$ cat config.mk
export PLATFORM = sky130hd
export DESIGN_NAME = pll_lock_reset_ctrl
export DESIGN_NICKNAME = d
export VERILOG_FILES = /design/src/rtl/pll_lock_reset_ctrl.sv
export SDC_FILE = /design/constraint.sdc
export NUM_CORES = 1
export LEC_CHECK = 0
export CORE_ASPECT_RATIO = 0.7
export CORE_UTILIZATION = 45
export DETAILED_ROUTE_END_ITERATION = 8
export HOLD_SLACK_MARGIN = 0.12
export PLACE_DENSITY_LB_ADDON = 0.3
export SKIP_LAST_GASP = 1
export SLEW_MARGIN = 15
export SYNTH_ARGS = -nofsm -noshare
export SYNTH_HDL_FRONTEND = slang
export SYNTH_SLANG_ARGS = --single-unit
$ cat constraint.sdc
create_clock -name CLK -period 6.7 [get_ports CLK]
set_input_delay 0.67 -clock CLK [delete_from_list [all_inputs] [get_ports CLK]]
set_output_delay 0.67 -clock CLK [all_outputs]
set_load 0.02 [all_outputs]
$ cat src/rtl/pll_lock_reset_ctrl.sv
// pll_lock_reset_ctrl
//
// Sequences the fabric CCC/PLL from a free-running clock that is not derived
// from the PLL. The PLL is held in powerdown for a fixed time, then lock is
// awaited (with retry on timeout), filtered, and the fabric reset is released
// once lock is stable and device initialisation has completed.
//
// Ports:
//   CLK              free-running clock (not a PLL output)
//   EXT_RST_N        synchronous active-low reset
//   PLL_LOCK         PLL lock, asynchronous to CLK (synchronized internally)
//   INIT_DONE        device init complete, synchronous to CLK
//   SW_RST_REQ       single-cycle request for a full PLL recycle
//   PLL_POWERDOWN_N  drives the PLL POWERDOWN_N pin, registered
//   FABRIC_RESET_N   fabric reset, active-low, registered, high only in RUN
//   LOCK_LOST        sticky: lock dropped while in RUN
//   RETRY_CNT        lock-timeout retries, saturating at 15
//
// state     | meaning
// ----------+--------------------------------------------------------------
// PWRDN     | PLL held in powerdown for PD_CYCLES cycles
// WAIT_LOCK | PLL powered, waiting for lock; times out after LOCK_TIMEOUT
// FILTER    | lock seen, needs LOCK_FILTER consecutive high cycles
// RELEASE   | lock stable, waiting RELEASE_DELAY cycles and INIT_DONE
// RUN       | fabric out of reset; a lock drop returns to WAIT_LOCK

module pll_lock_reset_ctrl #(
    parameter int PD_CYCLES     = 16,
    parameter int LOCK_TIMEOUT  = 65536,
    parameter int LOCK_FILTER   = 256,
    parameter int RELEASE_DELAY = 16
) (
    input  logic       CLK,
    input  logic       EXT_RST_N,
    input  logic       PLL_LOCK,
    input  logic       INIT_DONE,
    input  logic       SW_RST_REQ,
    output logic       PLL_POWERDOWN_N,
    output logic       FABRIC_RESET_N,
    output logic       LOCK_LOST,
    output logic [3:0] RETRY_CNT
);

    localparam int MAX_AB = (PD_CYCLES > LOCK_TIMEOUT) ? PD_CYCLES : LOCK_TIMEOUT;
    localparam int MAX_CD = (LOCK_FILTER > RELEASE_DELAY) ? LOCK_FILTER : RELEASE_DELAY;
    localparam int MAX_P  = (MAX_AB > MAX_CD) ? MAX_AB : MAX_CD;
    localparam int CW     = (MAX_P > 1) ? $clog2(MAX_P) : 1;

    localparam logic [CW-1:0] PD_LAST   = CW'(PD_CYCLES - 1);
    localparam logic [CW-1:0] TO_LAST   = CW'(LOCK_TIMEOUT - 1);
    localparam logic [CW-1:0] FILT_LAST = CW'(LOCK_FILTER - 1);
    localparam logic [CW-1:0] REL_LAST  = CW'(RELEASE_DELAY - 1);

    typedef enum logic [2:0] {
        PWRDN     = 3'd0,
        WAIT_LOCK = 3'd1,
        FILTER    = 3'd2,
        RELEASE   = 3'd3,
        RUN       = 3'd4
    } state_t;

    state_t        state;
    state_t        state_nxt;
    logic [CW-1:0] cnt;
    logic          lock_meta;
    logic          lock_s;
    logic          sw_req_q;
    logic          timeout_hit;
    logic          drop_in_run;
    logic          cnt_advance;

    // Next-state decision. The software request is applied last so that it
    // overrides every other transition, but a RUN lock drop seen in the same
    // cycle is still recorded as lost lock.
    always_comb begin
        state_nxt   = state;
        timeout_hit = 1'b0;
        drop_in_run = 1'b0;
        case (state)
            PWRDN: begin
                if (cnt == PD_LAST) state_nxt = WAIT_LOCK;
            end
            WAIT_LOCK: begin
                if (lock_s) begin
                    state_nxt = FILTER;
                end else if (cnt == TO_LAST) begin
                    state_nxt   = PWRDN;
                    timeout_hit = 1'b1;
                end
            end
            FILTER: begin
                if (!lock_s)                state_nxt = WAIT_LOCK;
                else if (cnt == FILT_LAST)  state_nxt = RELEASE;
            end
            RELEASE: begin
                if (!lock_s)                              state_nxt = WAIT_LOCK;
                else if ((cnt == REL_LAST) && INIT_DONE)  state_nxt = RUN;
            end
            RUN: begin
                if (!lock_s) begin
                    state_nxt   = WAIT_LOCK;
                    drop_in_run = 1'b1;
                end
            end
            default: state_nxt = PWRDN;
        endcase
        if (sw_req_q && (state != PWRDN)) begin
            state_nxt   = PWRDN;
            timeout_hit = 1'b0;
        end
    end

    // RELEASE holds its count once the delay has elapsed; RUN needs no count.
    always_comb begin
        cnt_advance = 1'b0;
        case (state)
            PWRDN, WAIT_LOCK, FILTER: cnt_advance = 1'b1;
            RELEASE:                  cnt_advance = (cnt != REL_LAST);
            default:                  cnt_advance = 1'b0;
        endcase
    end

    always_ff @(posedge CLK) begin
        if (!EXT_RST_N) begin
            lock_meta       <= 1'b0;
            lock_s          <= 1'b0;
            sw_req_q        <= 1'b0;
            state           <= PWRDN;
            cnt             <= '0;
            PLL_POWERDOWN_N <= 1'b0;
            FABRIC_RESET_N  <= 1'b0;
            LOCK_LOST       <= 1'b0;
            RETRY_CNT       <= 4'd0;
        end else begin
            lock_meta <= PLL_LOCK;
            lock_s    <= lock_meta;
            sw_req_q  <= SW_RST_REQ;
            state     <= state_nxt;

            if (state_nxt != state) cnt <= '0;
            else if (cnt_advance)   cnt <= cnt + CW'(1);

            PLL_POWERDOWN_N <= (state_nxt != PWRDN);
            FABRIC_RESET_N  <= (state_nxt == RUN);

            if (drop_in_run) LOCK_LOST <= 1'b1;
            if (timeout_hit && (RETRY_CNT != 4'hF)) RETRY_CNT <= RETRY_CNT + 4'd1;
        end
    end

endmodule
==> flow_summary.ini, run 1 <==
[status]
status = completed

[synth]
yosys_warnings = 0
async_reset_ff_share_pct = 0
synth.mux.area_fraction_pct = 1.38
synth_compound_area_share_pct = 12.8
ys_ff_latch = 29
yosys.area.top_type = dfxtp_1
ys_seq_area_share_pct = 40.0
synth_cells = 158
synth_top_family_by_area = simple AND/OR/NAND/NOR gates
synth_xor_area_share_pct = 10.3
synth_area_um2 = 1450
yosys-top-cells-area = dfxtp_1, xnor2_1, nor2_1, and4_1, and2_1
synth.avg_cell_area_um2 = 9.19
yosys.area_share.adder_pct = 1.72
yosysUniqueCellTypes = 45
synth.net_count = 165
yosys_most_used_dff = dfxtp_1
yosys.area_share.simple_pct = 31.1
synth_top_area_share_pct = 40.0
synth-edff-count = 0

[run]
maxCapViolations = 0

[critical_path]
cp_data_arrival_time_ns = 2.63
crit_fanout = 14
r2r_start = cnt[8]
cp-end-kind = register
path_delay_family = simple AND/OR/NAND/NOR gates
path_cells = or4_1, nor3_4, a31oi_1, o311a_4, a31oi_4, nor2_1
cp_num_buf_inv = 0
slowest_stage = or4_1
critical_path_class = register to register
worstPathRequired_ns = 6.84
crit_start = cnt[8]
cpPeakStageDelay_ns = 0.61
crit_path_start_kind = register

[floorplan]
core_um2 = 2920
io_pins = 12
die-area_um2 = 3460
chipHeight_um = 49.5
start_util_pct = 49.7
rows = 16
dieWidth_um = 69.9

[pwr]
vdd_drop_max_uv = 133
power_frac_seq_pct = 51.9
p_leak_nw = 0.584
power.share.combinational_pct = 3.0
total_power_mw = 0.342
switching_share_pct = 20.2
power_switching_mw = 0.0692
internal_power_mw = 0.273
clockPowerShare_pct = 45.0
powerDensity_nw_per_um2 = 204

[cells_and_area]
syn2layout_area_growth_pct = 15.3
layout_commonest_cell = dfxtp_1
fin_util_pct = 57.2
antenna_cells = 0
final_area_um2 = 1670
drive_gt1_share_pct = 8.82
instances_no_fill = 206
final_nets = 176
final_cell_mix = dfxtp_1, nor2_1, xnor2_1, clkdlybuf4s50_1

[clock_tree]
post-cts-setup-buffer-count = 0
cts_buffer_depth = 2
cts_resized = 0
path_clk_slew_ns = 0.06
htreeDepth = 2
cts_tree = done
root_buffer = clkbuf_8
clock-sinks = 29
cts_buffers = 5
clkLatencyLatePin_ns = 0.28
holdBufCountCts = 0

[sta]
period_share_pct = 37.2
hold_ws_ns = 0.441
setup_tns_ns = 0
relSlewSlack_pct = 45.4
setup_viol_count_final = 0
rsz0062_at_grt = no
slew_viol_final = 0
tightest_slew_ns = 0.809
period_needed_ns = 2.50
skew_ns = 0.0100
hold_viol_final = 0
setup_slack_ns = 4.20
fmax_mhz = 401

[route]
dr.pass1.iters = 4
first_iter_violations = 88
num_vias = 1161
wire_per_inst_um = 13.5
ant_nets = 0
finalWirelength_mm = 2.78
drt-vias-per-instance = 5.64
route.detailed.drc = 0

[grt]
overflow = 0
antenna_found_initial = 0
track_usage_pct = 18.1
grt_pass1_wl_mm = 4.88
grt_pass1_vias = 1082
grt_max_degree = 19

[placement]
place_ws_ns = 4.22
io_buffers = 11
dpl.hpwl_mm = 1.99
place_congestion = 0.809
placed_area_um2 = 1570
placedCellCount = 198

[worst_hold_path]
hold_class = register to register
hp-start = lock_meta
## power groups by stage
stage / Sequential (mW) / Clock (mW) / Combinational (mW)
finish: 0.178 / 0.154 / 0.0104
global route: 0.178 / 0.169 / 0.0118
CTS: 0.178 / 0.159 / 0.0105
detailed placement: 0.181 / 0 / 0.0104
global placement: 0.181 / 0 / 0.0101
floorplan: 0.181 / 0 / 0.00756
## path summary, 6_finish.rpt
check / depth (start not counted) / endpoint / slack, ns
worst min register to register: 1 / lock_s / 0.44
worst min-delay path: 1 / lock_s / 0.44
worst max register to register: 6 / cnt[12] / 4.20
worst max-delay path: 6 / cnt[12] / 4.20
## routing by layer
| layer | vias to the layer above | part of all wire, % | track usage (%) | routed length, µm |
|---|---|---|---|---|
| met5 | - | 0 | 0 | 0 |
| met4 | 0 | 0.47 | 7.33 | 13 |
| li1 | 587 | - | - | - |
| met3 | 2 | 4.3 | 6.75 | 119 |
| met1 | 554 | 53 | 24.9 | 1460 |
| met2 | 18 | 43 | 25.5 | 1180 |
## final cells by class
cell class | instances | area (µm²)
fill | 248 | 1250
inverter | 1 | 3.75
multi-input combinational | 121 | 832
clock inverter | 1 | 5.00
timing repair buffer | 11 | 110
clock buffer | 7 | 96.3
tap | 36 | 45.0
sequential | 29 | 581
## state kept, by name, indices dropped and copies added, names as in the netlist
| name | count |
|---|---|
| RETRY_CNT | 4 |
| lock_s | 1 |
| state | 3 |
| PLL_POWERDOWN_N | 1 |
| cnt | 16 |
| sw_req_q | 1 |
| FABRIC_RESET_N | 1 |
| LOCK_LOST | 1 |
| lock_meta | 1 |
## cells in the mapped netlist (3+ instances only)
cell type,number
dfxtp_1,29
nor2_1,21
xnor2_1,12
and2_1,8
nand3_1,8
nand2_1,7
and4_1,6
clkbuf_1,5
nand4_1,5
xor2_1,5
a21oi_1,4
nor2b_1,4
nand2b_1,3
o21ai_0,3
## logic make-up after synthesis
| kind of cell | after synthesis |
|---|---|
| and+or+nand+nor | 78 |
| DFF | 29 |
| muxes | 2 |
| adders and majority gates | 2 |
| buffers and inverters | 8 |
| AOI/OAI and AO/OA | 22 |
| xor gates and xnor gates | 17 |
Note: power is estimated with default switching activity, not from simulation.
==> run 2: changes to the inputs <==
==> constraint.sdc (replaced) <==
create_clock -name CLK -period 2.1 [get_ports CLK]
set_input_delay 0.21 -clock CLK [delete_from_list [all_inputs] [get_ports CLK]]
set_output_delay 0.21 -clock CLK [all_outputs]
set_load 0.02 [all_outputs]
==> run 2 against run 1 <==
Effect of this change:
- the run now ends with setup timing left
- cell count up 18%
- total power rose to 3.3 times the previous value
- first-iteration DRC count rose by 8.0%
- sequential share of layout area down 6.0 points
- clock skew is 0.0082 ns lower
- worst setup slack lost 4.3 ns
- via count increased by 21%
- wire length up 41%
- count of clock-buffer cells in the layout did not move
- sequential power grew to 3.2 times the previous value
==> flow_summary.ini, run 2 (synthesis gave the netlist of run 1 again) <==
[grt]
grt_pass1_vias = 1316
antenna_found_initial = 0
track_usage_pct = 23.8
overflow = 0
grt_pass1_wl_mm = 6.28
grt_max_degree = 15

[floorplan]
io_pins = 12
start_util_pct = 49.7
core_um2 = 2920
chipHeight_um = 49.5
rows = 16
die-area_um2 = 3460
dieWidth_um = 69.9

[sta]
setup_viol_count_final = 16
slew_viol_final = 0
fmax_mhz = 458
hold_ws_ns = 0.478
rsz0062_at_grt = yes
setup_slack_ns = -0.0851
hold_viol_final = 0
period_share_pct = 104
period_needed_ns = 2.19
tightest_slew_ns = 0.555
relSlewSlack_pct = 62.6
skew_ns = 0.00186

[cells_and_area]
top_regs = cnt (16), RETRY_CNT (4), state (3)
fillers = 205
instances_no_fill = 244
syn2layout_area_growth_pct = 40.1
top_register = cnt
final_nets = 214
layout_commonest_cell = buf_4
drive_gt1_share_pct = 30.8
final_area_um2 = 2030
antenna_cells = 0
final_cell_mix = buf_4, dfxtp_1, nor2_1, xnor2_1, clkdlybuf4s50_1
largest_reg_flops = 16

[route]
first_iter_violations = 95
num_vias = 1402
route.detailed.drc = 0
wire_per_inst_um = 16.0
ant_nets = 0
finalWirelength_mm = 3.91
drt-vias-per-instance = 5.75
dr.pass1.iters = 4

[pwr]
vdd_drop_max_uv = 387
powerDensity_nw_per_um2 = 560
p_leak_nw = 0.787
total_power_mw = 1.14

[worst_hold_path]
hold_class = register to register
min_path_cells = 1
hp-start = lock_meta
min_to = lock_s

[clock_tree]
cts_buffer_depth = 2
cts_tree = done
clock-sinks = 29
htreeDepth = 2
root_buffer = clkbuf_8
holdBufCountCts = 0
cts_buffers = 5
path_clk_slew_ns = 0.06
clkLatencyLatePin_ns = 0.29

[critical_path]
crit_fanout = 14
cp_num_buf_inv = 1
cpPeakStageDelay_ns = 0.57
rr_worst_depth = 7
r2r-end = cnt[2]
r2r_setup_slack_ns = -0.09
critical_path_class = register to register
crit_path_start_kind = register
slowest_stage = or4_4
r2r_start = cnt[9]
cp-end-kind = register
worstPathRequired_ns = 2.28
path_cells = or4_4, nor3_4, a31oi_2, o311a_4, a31oi_4, buf_12, nor2_1
cp_data_arrival_time_ns = 2.37
path_delay_family = simple AND/OR/NAND/NOR gates

[placement]
place_congestion = 0.841
io_buffers = 11
dpl.hpwl_mm = 2.72
place_ws_ns = -0.145
placed_area_um2 = 1810
placedCellCount = 229

[status]
violations = setup timing
status = finished, violations left

[run]
maxCapViolations = 0
run 2: worst max path at each step:
stage	start	end	slack, ns	cells past startpoint
2_1_floorplan	cnt[11]	cnt[11]	-0.03	7
3_3_place_gp	cnt[11]	cnt[1]	-0.09	6
3_5_place_dp	cnt[14]	cnt[11]	-0.15	6
4_1_cts	cnt[9]	cnt[2]	-0.05	7
5_1_grt	cnt[9]	cnt[2]	-0.14	7
6_report	cnt[9]	cnt[2]	-0.09	7
run 2: where the power goes:
group / internal, mW / switching (mW)
logic: 0.0310 / 0.0254
registers: 0.558 / 0.00763
clock network: 0.296 / 0.221
run 2: area by class of cell:
| class | instances | area [µm²] | area share (%) |
|---|---|---|---|
| Timing Repair Buffer | 49 | 415 | 20.4 |
| Tap cell | 36 | 45.0 | 2.22 |
| Sequential cell | 29 | 584 | 28.7 |
| Clock inverter | 1 | 5.00 | 0.246 |
| Multi-Input combinational cell | 121 | 883 | 43.4 |
| Clock buffer | 7 | 96.3 | 4.74 |
| Inverter | 1 | 3.75 | 0.185 |
run 2: metrics by stage:
| stage | TNS [ns] | utilization (%) |
|---|---|---|
| global route | -2.19 | 69.6 |
| finish | -1.19 | 69.6 |
| detailed placement | -1.82 | 61.9 |
| floorplan | -0.284 | - |
| global placement | -1.03 | 61.9 |
| CTS | -0.385 | 67.4 |
run 2: layer usage:
metal  global-route usage (%)  vias up  share of wire, %
met5                        0        -                 0
met4                     10.7        0               1.8
met3                     7.16       12               4.4
met2                     39.9       36                49
met1                     28.4      685                45
li1                         -      669                 -
run 2: what timing repair did:
action	4_1_cts	5_1_grt
setup buffers	2	5
gates cloned	0	0
setup endpoints to repair	19	20
endpoints found under the hold margin	0	0
resized for setup	7	7
pin swaps	7	4
